`src/rtl/vram_arbiter_pkg.sv`:
```
// Shared types and defaults for the two-master video memory arbiter.
package vram_arb_pkg;

   typedef enum logic [1:0] {
      IDLE = 2'd0,
      GNT0 = 2'd1,
      GNT1 = 2'd2
   } arb_state_t;

   // 0 = display fetch path, 1 = pixel writer
   typedef logic master_idx_t;

   localparam int DEF_AW        = 20;
   localparam int DEF_DW        = 16;
   localparam int DEF_MAX_BURST = 16;
   localparam int DEF_MAX_WAIT  = 4;

   function automatic logic [1:0] gnt_of(arb_state_t s);
      case (s)
         GNT0:    return 2'b01;
         GNT1:    return 2'b10;
         default: return 2'b00;
      endcase
   endfunction

endpackage

```
`src/rtl/vram_arbiter_if.sv`:
```
// Wishbone-classic-style port bundle used for both master ports and the slave port.
interface vram_arbiter_if #(
   parameter int AW = 20,
   parameter int DW = 16
);
   // Handshake: a word transfers in every cycle where cyc & stb & ack are all high;
   // cyc stays high for the whole transfer and ack is combinational from the slave.
   logic          cyc;
   logic          stb;
   logic          we;
   logic [AW-1:0] adr;
   logic [DW-1:0] dat_w;
   logic          ack;
   logic [DW-1:0] dat_r;

   modport master (output cyc, stb, we, adr, dat_w, input  ack, dat_r);
   modport slave  (input  cyc, stb, we, adr, dat_w, output ack, dat_r);
endinterface

```
`src/rtl/vram_arbiter.sv`:
```
// Two-master arbiter for the video memory port: display fetch has priority,
// each grant is burst-limited and the pixel writer is protected by a wait counter.
module vram_arbiter
   import vram_arb_pkg::*;
#(
   parameter int AW        = DEF_AW,
   parameter int DW        = DEF_DW,
   parameter int MAX_BURST = DEF_MAX_BURST,
   parameter int MAX_WAIT  = DEF_MAX_WAIT,
   localparam int BW       = $clog2(MAX_BURST + 1),
   localparam int WW       = $clog2(MAX_WAIT + 1)
) (
   input  logic             CLK,
   input  logic             RST,
   vram_arbiter_if.slave    m0,
   vram_arbiter_if.slave    m1,
   vram_arbiter_if.master   s,
   output logic [1:0]       gnt,
   output arb_state_t       dbg_state,
   output logic [BW-1:0]    dbg_burst_cnt,
   output logic [WW-1:0]    dbg_wait_cnt
);

   arb_state_t    state_q, state_d, other_st;
   logic [BW-1:0] burst_q, burst_d, burst_acked;
   logic [WW-1:0] wait_q, wait_d;
   logic          granted;
   master_idx_t   sel;
   logic          own_cyc, oth_cyc;

   always_ff @(posedge CLK) begin
      if (RST) begin
         state_q <= IDLE;
         burst_q <= '0;
         wait_q  <= '0;
      end else begin
         state_q <= state_d;
         burst_q <= burst_d;
         wait_q  <= wait_d;
      end
   end

   always_comb begin
      granted     = (state_q != IDLE);
      sel         = (state_q == GNT1);
      own_cyc     = sel ? m1.cyc : m0.cyc;
      oth_cyc     = sel ? m0.cyc : m1.cyc;
      other_st    = sel ? GNT0 : GNT1;
      burst_acked = burst_q;
      if (granted && s.ack && (burst_q != BW'(MAX_BURST)))
         burst_acked = burst_q + 1'b1;

      state_d = state_q;
      case (state_q)
         IDLE: begin
            if (m0.cyc && m1.cyc)
               state_d = (wait_q >= WW'(MAX_WAIT)) ? GNT1 : GNT0;
            else if (m0.cyc)
               state_d = GNT0;
            else if (m1.cyc)
               state_d = GNT1;
         end
         GNT0, GNT1: begin
            // Release wins over preemption; both hand straight to a waiting master.
            if (!own_cyc)
               state_d = oth_cyc ? other_st : IDLE;
            else if ((burst_acked == BW'(MAX_BURST)) && oth_cyc)
               state_d = other_st;
         end
         default: state_d = IDLE;
      endcase

      burst_d = (state_d != state_q) ? '0 : burst_acked;

      wait_d = wait_q;
      if ((state_d == GNT1) && (state_q != GNT1))
         wait_d = '0;
      else if ((state_d == GNT0) && (state_q != GNT0) && m1.cyc && (wait_q != WW'(MAX_WAIT)))
         wait_d = wait_q + 1'b1;
   end

   assign s.cyc   = granted & own_cyc;
   assign s.stb   = granted & (sel ? m1.stb : m0.stb);
   assign s.we    = granted & (sel ? m1.we  : m0.we);
   assign s.adr   = granted ? (sel ? m1.adr   : m0.adr)   : '0;
   assign s.dat_w = granted ? (sel ? m1.dat_w : m0.dat_w) : '0;

   assign m0.ack   = s.ack & (state_q == GNT0);
   assign m1.ack   = s.ack & (state_q == GNT1);
   assign m0.dat_r = s.dat_r;
   assign m1.dat_r = s.dat_r;

   assign gnt           = gnt_of(state_q);
   assign dbg_state     = state_q;
   assign dbg_burst_cnt = burst_q;
   assign dbg_wait_cnt  = wait_q;

endmodule

```
`src/flat_wrapper.sv`:
```
// flat-port wrapper written by rule: the top's interface ports become plain ports
module vram_arbiter_flat import vram_arb_pkg::*;
#(
   parameter int AW        = DEF_AW,
   parameter int DW        = DEF_DW,
   parameter int MAX_BURST = DEF_MAX_BURST,
   parameter int MAX_WAIT  = DEF_MAX_WAIT,
   localparam int BW       = $clog2(MAX_BURST + 1),
   localparam int WW       = $clog2(MAX_WAIT + 1)
)
  (CLK, RST, gnt, dbg_state, dbg_burst_cnt, dbg_wait_cnt, m0_cyc, m0_stb, m0_we, m0_adr, m0_dat_w, m0_ack, m0_dat_r, m1_cyc, m1_stb, m1_we, m1_adr, m1_dat_w, m1_ack, m1_dat_r, s_cyc, s_stb, s_we, s_adr, s_dat_w, s_ack, s_dat_r);
  vram_arbiter_if #(.AW(AW), .DW(DW)) m0_i ();
  vram_arbiter_if #(.AW(AW), .DW(DW)) m1_i ();
  vram_arbiter_if #(.AW(AW), .DW(DW)) s_i ();
  input  logic CLK;
  input  logic RST;
  output logic [1:0] gnt;
  output arb_state_t dbg_state;
  output logic [BW-1:0] dbg_burst_cnt;
  output logic [WW-1:0] dbg_wait_cnt;
  input wire logic [$bits(m0_i.cyc)-1:0] m0_cyc;
  input wire logic [$bits(m0_i.stb)-1:0] m0_stb;
  input wire logic [$bits(m0_i.we)-1:0] m0_we;
  input wire logic [$bits(m0_i.adr)-1:0] m0_adr;
  input wire logic [$bits(m0_i.dat_w)-1:0] m0_dat_w;
  output wire logic [$bits(m0_i.ack)-1:0] m0_ack;
  output wire logic [$bits(m0_i.dat_r)-1:0] m0_dat_r;
  input wire logic [$bits(m1_i.cyc)-1:0] m1_cyc;
  input wire logic [$bits(m1_i.stb)-1:0] m1_stb;
  input wire logic [$bits(m1_i.we)-1:0] m1_we;
  input wire logic [$bits(m1_i.adr)-1:0] m1_adr;
  input wire logic [$bits(m1_i.dat_w)-1:0] m1_dat_w;
  output wire logic [$bits(m1_i.ack)-1:0] m1_ack;
  output wire logic [$bits(m1_i.dat_r)-1:0] m1_dat_r;
  output wire logic [$bits(s_i.cyc)-1:0] s_cyc;
  output wire logic [$bits(s_i.stb)-1:0] s_stb;
  output wire logic [$bits(s_i.we)-1:0] s_we;
  output wire logic [$bits(s_i.adr)-1:0] s_adr;
  output wire logic [$bits(s_i.dat_w)-1:0] s_dat_w;
  input wire logic [$bits(s_i.ack)-1:0] s_ack;
  input wire logic [$bits(s_i.dat_r)-1:0] s_dat_r;
  assign m0_i.cyc = m0_cyc;
  assign m0_i.stb = m0_stb;
  assign m0_i.we = m0_we;
  assign m0_i.adr = m0_adr;
  assign m0_i.dat_w = m0_dat_w;
  assign m0_ack = m0_i.ack;
  assign m0_dat_r = m0_i.dat_r;
  assign m1_i.cyc = m1_cyc;
  assign m1_i.stb = m1_stb;
  assign m1_i.we = m1_we;
  assign m1_i.adr = m1_adr;
  assign m1_i.dat_w = m1_dat_w;
  assign m1_ack = m1_i.ack;
  assign m1_dat_r = m1_i.dat_r;
  assign s_cyc = s_i.cyc;
  assign s_stb = s_i.stb;
  assign s_we = s_i.we;
  assign s_adr = s_i.adr;
  assign s_dat_w = s_i.dat_w;
  assign s_i.ack = s_ack;
  assign s_i.dat_r = s_dat_r;
  vram_arbiter #(.AW(AW), .DW(DW), .MAX_BURST(MAX_BURST), .MAX_WAIT(MAX_WAIT)) u_core (.CLK(CLK), .RST(RST), .m0(m0_i), .m1(m1_i), .s(s_i), .gnt(gnt), .dbg_state(dbg_state), .dbg_burst_cnt(dbg_burst_cnt), .dbg_wait_cnt(dbg_wait_cnt));
endmodule
```
`config.mk`:
```
export PLATFORM = sky130hd
export DESIGN_NAME = vram_arbiter_flat
export DESIGN_NICKNAME = d
export VERILOG_FILES = /design/src/rtl/vram_arbiter_pkg.sv /design/src/rtl/vram_arbiter_if.sv /design/src/rtl/vram_arbiter.sv /design/src/flat_wrapper.sv
export SDC_FILE = /design/constraint.sdc
export NUM_CORES = 1
export LEC_CHECK = 0
export CORE_ASPECT_RATIO = 1.25
export CORE_MARGIN = 4
export CORE_UTILIZATION = 29
export CTS_BUF_LIST = sky130_fd_sc_hd__clkbuf_8
export DETAILED_ROUTE_END_ITERATION = 6
export PLACE_DENSITY = 0.83
export SLEW_MARGIN = 10
export SYNTH_ARGS = -nofsm -noshare
export SYNTH_HDL_FRONTEND = slang
export SYNTH_SLANG_ARGS = --single-unit
```
`constraint.sdc`:
```
create_clock -name CLK -period 3.26 [get_ports CLK]
set_clock_uncertainty 0.05 [all_clocks]
set_input_delay 0.978 -clock CLK [delete_from_list [all_inputs] [get_ports CLK]]
set_output_delay 0.978 -clock CLK [all_outputs]
set_load 0.03 [all_outputs]
```
== Word level (Yosys, flattened, before mapping) ==
Cells that the tools add are included.
Widths: inputs -> output; s select.

* Output and inout port bits: 85
* Register bits: 10

* Reduce and logical (&&, ||, !) cells: 13
* Eq/ne operators: 10
* Bitwise logic cells: 5
* Add/sub/neg operators: 2
* Muxes and demuxes: 19
* Magnitude comparators: 1

{| class="wikitable"
|+ Operators with widths
! kind !! count
|-
| $mux 20 || 2
|-
| $mux 16 || 2
|-
| $mux 2 || 8
|-
| $logic_and 1x1->1 || 8
|-
| $pmux 2 s2 || 2
|-
| $reduce_or 2->1 || 3
|-
| $add 5x1->5 const B || 1
|-
| $and 1x1->1 || 5
|-
| $eq 5x5->1 const B || 1
|-
| $mux 5 || 1
|-
| $ne 5x5->1 const B || 1
|-
| $eq 2x1->1 const B || 2
|-
| $eq 2x2->1 const B || 2
|-
| $mux 1 || 4
|-
| $add 3x1->3 const B || 1
|-
| $ge 3x3->1 const B || 1
|-
| $ne 3x3->1 const B || 1
|-
| $logic_not 2->1 || 1
|-
| $ne 2x1->1 const B || 1
|-
| $ne 2x2->1 || 1
|-
| $ne 2x2->1 const B || 1
|-
| $reduce_bool 2->1 || 1
|}

== Longest topological paths before layout ==
* Depth after elaboration: 13
* Mapped depth: 10
* Gate-level depth less buffers: 9

== Least setup slack after synthesis ==
Ideal clock, no wire load.

* Path type: reg2out
* Start point: reg u_core.state_q[1], in the netlist u_core.dbg_state[1]
* End point: out s_adr[0]
* Data required time: 2.232 ns
* Stages on the path, launching flop included: 6
* Setup slack: -0.035 ns
* Arrival time: 2.267 ns
* Path through: dfxtp_1 > ha_1 > buf_4 > clkbuf_1 > mux2i_1 > nor2_1

* Longest elaborated chain between the ends: 3
* Elaborated cells on any way between the ends: 4
* Those cells by class: eq/ne: 1; mux: 2; reduce/logical: 1

{| class="wikitable"
|+ RTL lines
! item !! line !! text
|-
| start, declared || vram_arbiter.sv:24 || <nowiki>arb_state_t state_q, state_d, other_st;</nowiki>
|-
| start signal, assigned || vram_arbiter.sv:37 || <nowiki>state_q <= state_d;</nowiki>
|-
| $eq 2x2->1 || vram_arbiter.sv:45 || <nowiki>sel = (state_q == GNT1);</nowiki>
|-
| $mux 20 || vram_arbiter.sv:85 || <nowiki>assign s.adr = granted ? (sel ? m1.adr : m0.adr) : '0;</nowiki>
|-
| $mux 20 (*) || vram_arbiter.sv:85 ||
|-
| end, declared || flat_wrapper.sv:38 || <nowiki>output wire logic [$bits(s_i.adr)-1:0] s_adr;</nowiki>
|}

Every way passes the cells marked *; elsewhere a longest branch is shown, timed or not.

== Final worst setup path ==
* Start point: in s_ack
* End point: reg u_core.wait_q[2], in the netlist u_core.dbg_wait_cnt[2]

* Longest elaborated chain between the ends: 12
* Elaborated cells on any way between the ends: 15
* Those cells by class: eq/ne: 3; mux: 4; reduce/logical: 8

{| class="wikitable"
|+ RTL lines
! item !! line !! text
|-
| start, declared || flat_wrapper.sv:40 || <nowiki>input wire logic [$bits(s_i.ack)-1:0] s_ack;</nowiki>
|-
| $logic_and 1x1->1 (*) (2 in a row) || vram_arbiter.sv:50 || <nowiki>if (granted && s.ack && (burst_q != BW'(MAX_BURST)))</nowiki>
|-
| $mux 5 (*) || vram_arbiter.sv:50 ||
|-
| $eq 5x5->1 (*) || vram_arbiter.sv:67 || <nowiki>else if ((burst_acked == BW'(MAX_BURST)) && oth_cyc)</nowiki>
|-
| $logic_and 1x1->1 (*) || vram_arbiter.sv:67 ||
|-
| $mux 2 (*) || vram_arbiter.sv:67 ||
|-
| $mux 2 (*) || vram_arbiter.sv:65 || <nowiki>if (!own_cyc)</nowiki>
|-
| $pmux 2 s2 (*) || vram_arbiter.sv:54 || <nowiki>case (state_q)</nowiki>
|-
| $eq 2x1->1 || vram_arbiter.sv:78 || <nowiki>else if ((state_d == GNT0) && (state_q != GNT0) && m1.cyc && (wait_q != WW'(MAX_WAIT)))</nowiki>
|-
| $logic_and 1x1->1 (3 in a row) || vram_arbiter.sv:78 ||
|-
| end signal, assigned || vram_arbiter.sv:39 || <nowiki>wait_q <= wait_d;</nowiki>
|-
| end, declared || vram_arbiter.sv:26 || <nowiki>logic [WW-1:0] wait_q, wait_d;</nowiki>
|}

Marked as above.
A chain may end at the register's enable or synchronous reset.

==> flow_summary.ini <==
[outcome]
status = complete, no violations

[sta]
post-route-min-period_ps = 3110
drv_slew = 0
setup_viol = 0
fmax_mhz = 322
slew_headroom_pct = 74.4
setup_tns_ps = 0
tightestPinTransition_ps = 384
hold_viol = 0
fin_crit_sh_pct = 95.3
setup_slack_ps = 152

[grt]
antenna_found_initial = 0
grt_max_degree = 24
grt_pass1_vias = 1920
grt_first_pass_wirelength_um = 9460
grt-ovfl-total = 0
track_usage_pct = 16.4

[cts]
h-tree-depth = 1
postCtsSetupRepairBufs = 0
clkTransAtPathRegs_ps = 40
numCtsBuffers = 3
cts_tree = done
clk_latency_ps = 230
clock-sinks = 10
root_buffer = clkbuf_8
cts_buffer_depth = 2

[route]
drtIter0Drc = 76
routedWlPerCell_um = 16.1
first_pass_iters = 4
drc = 0
routed_wl_um = 6350
vias = 1900
antenna_left = 0
viasPerCell = 4.82

[die]
die_h_um = 93.4
dieArea_sq_mm = 0.00712
io_pins = 182
row_count = 30
core_area_sq_mm = 0.00556
die_x_um = 76.3
initial_core_util_pct = 30.4

[yosys]
synth_area_leaders = mux2i_1 (24%), buf_4 (15%), dfxtp_1 (12%), nor2_1 (9.5%), ha_1 (5.9%)
ys.flop_type = dfxtp_1
ys_async_sr_fraction_pct = 0
synth_cells = 222
yosysTopAreaCell = mux2i_1
synth_warnings = 0
synth_edf_count = 0
syn_nets = 327
post_synth_num_cell_types = 40
ys_ff_latch = 10
synth_area_sq_mm = 0.00169
ys_seq_area_share_pct = 11.8
syn_area_per_cell_sq_um = 7.61
netlist.area_leader.share_pct = 24.3

[placement]
dp_slack_ps = -103
place.gp.congestion = 0.803
io_buffers = 133
hpwl_um = 5450

[critical_path]
arrival_ps = 3220
crit_type = in -> reg
cp_max_fo = 5
required_ps = 3370
cp-end-kind = flop
startpoint_type = input pin

[final_layout]
diodes = 0
final_net_count = 436
area_delta_synth_final_pct = 76.1
layout_commonest_cell = clkdlybuf4s50_1
layout.cells.most_common_list = clkdlybuf4s50_1 (92), buf_4 (49), mux2i_1 (41)
drive_above_1_share_pct = 23.3

[power]
peakVddDrop_mv = 0.190
power_leakage_uw = 0.00118
p_per_area_mw_per_mm2 = 371

[worst_hold_path]
worst_hold_path_type = reg -> reg

[flow_run]
cap_violations = 0
==> metal layers <==
metal  part of all wire, %  vias up  routed length, um  GRT usage, %
met5                     0        -                  0             0
met4                   4.0        0                253          7.40
met3                   7.4       32                467          4.62
met2                    54       78               3430          31.0
met1                    35      840               2200          16.5
li1                      -      950                  -             -
==> worst paths after layout <==
check	start	end	slack (ps)	cells past startpoint
worst min-delay path	u_core.dbg_wait_cnt[2]	u_core.dbg_wait_cnt[2]	460	2
worst max register to register	u_core.dbg_state[1]	u_core.dbg_wait_cnt[2]	520	9
worst max-delay path	s_ack	u_core.dbg_wait_cnt[2]	150	8
worst min register to register	u_core.dbg_wait_cnt[2]	u_core.dbg_wait_cnt[2]	460	2
==> per-stage QoR <==
stage | hold WS [ps] | cell area [sq um] | util (%) | std cells | total power, uW
2_1_floorplan | 572 | 1710 | - | 222 | 659
3_3_place_gp | 454 | 2910 | 52.4 | 390 | 943
3_5_place_dp | 462 | 2910 | 52.4 | 390 | 952
4_1_cts | 475 | 2970 | 53.4 | 394 | 1110
5_1_grt | 504 | 2980 | 53.6 | 394 | 1170
6_report | 460 | 2980 | 53.6 | 394 | 1100
==> final cells by class <==
cell class | instances | area (sq um)
clock buffers | 4 | 55.1
fillers | 514 | 2580
inverters | 9 | 33.8
multi-input cells | 159 | 1180
flip-flops and latches | 10 | 200
well taps | 64 | 80.1
repair buffers | 148 | 1430
==> flip-flops by register name, indices dropped and copies added (netlist names) <==
register,count
u_core.dbg_state,2
u_core.dbg_wait_cnt,3
u_core.dbg_burst_cnt,5
==> cells by family (layout without fill, tap and decap cells) <==
family | Yosys count | count (layout) | share of synthesized area, %
AO/OA/AOI/OAI | 25 | 25 | 9.70
XOR/XNOR | 7 | 7 | 3.63
adder cells (fa/ha/maj) | 8 | 8 | 5.92
buffers and inverters | 53 | 161 | 20.6
flip-flops | 10 | 10 | 11.8
multiplexers | 41 | 41 | 24.3
AND/OR/NAND/NOR | 78 | 78 | 24.1
==> synthesized netlist by cell type, drive strengths merged (4+ instances only) <==
master	n
buf	36
mux2i	41
dfxtp	10
ha	8
nand2	5
a21oi	7
o21ai	7
inv	9
nor2	43
nor4	5
nand3	4
xnor2	5
clkbuf	8
==> critical path, cell delays in order <==
cell and delay, ps:
clkdlybuf4s50_1 590, nand2b_4 90, o21ai_1 240, o41ai_4 150, a311o_1 360, a21o_1 190, or4_1 460, a21oi_1 160
==> power by group <==
group          leakage, uW  switching (uW)  internal [uW]
clock            0.0000288            46.3            106
combinational      0.00107             434            379
sequential       0.0000811            9.06            130
==> what timing repair did <==
item	4_1_cts	5_1_grt
resized for setup	0	3
setup endpoints to repair	0	6
hold buffers	0	0
No activity file was read; power rests on OpenSTA's default activity.
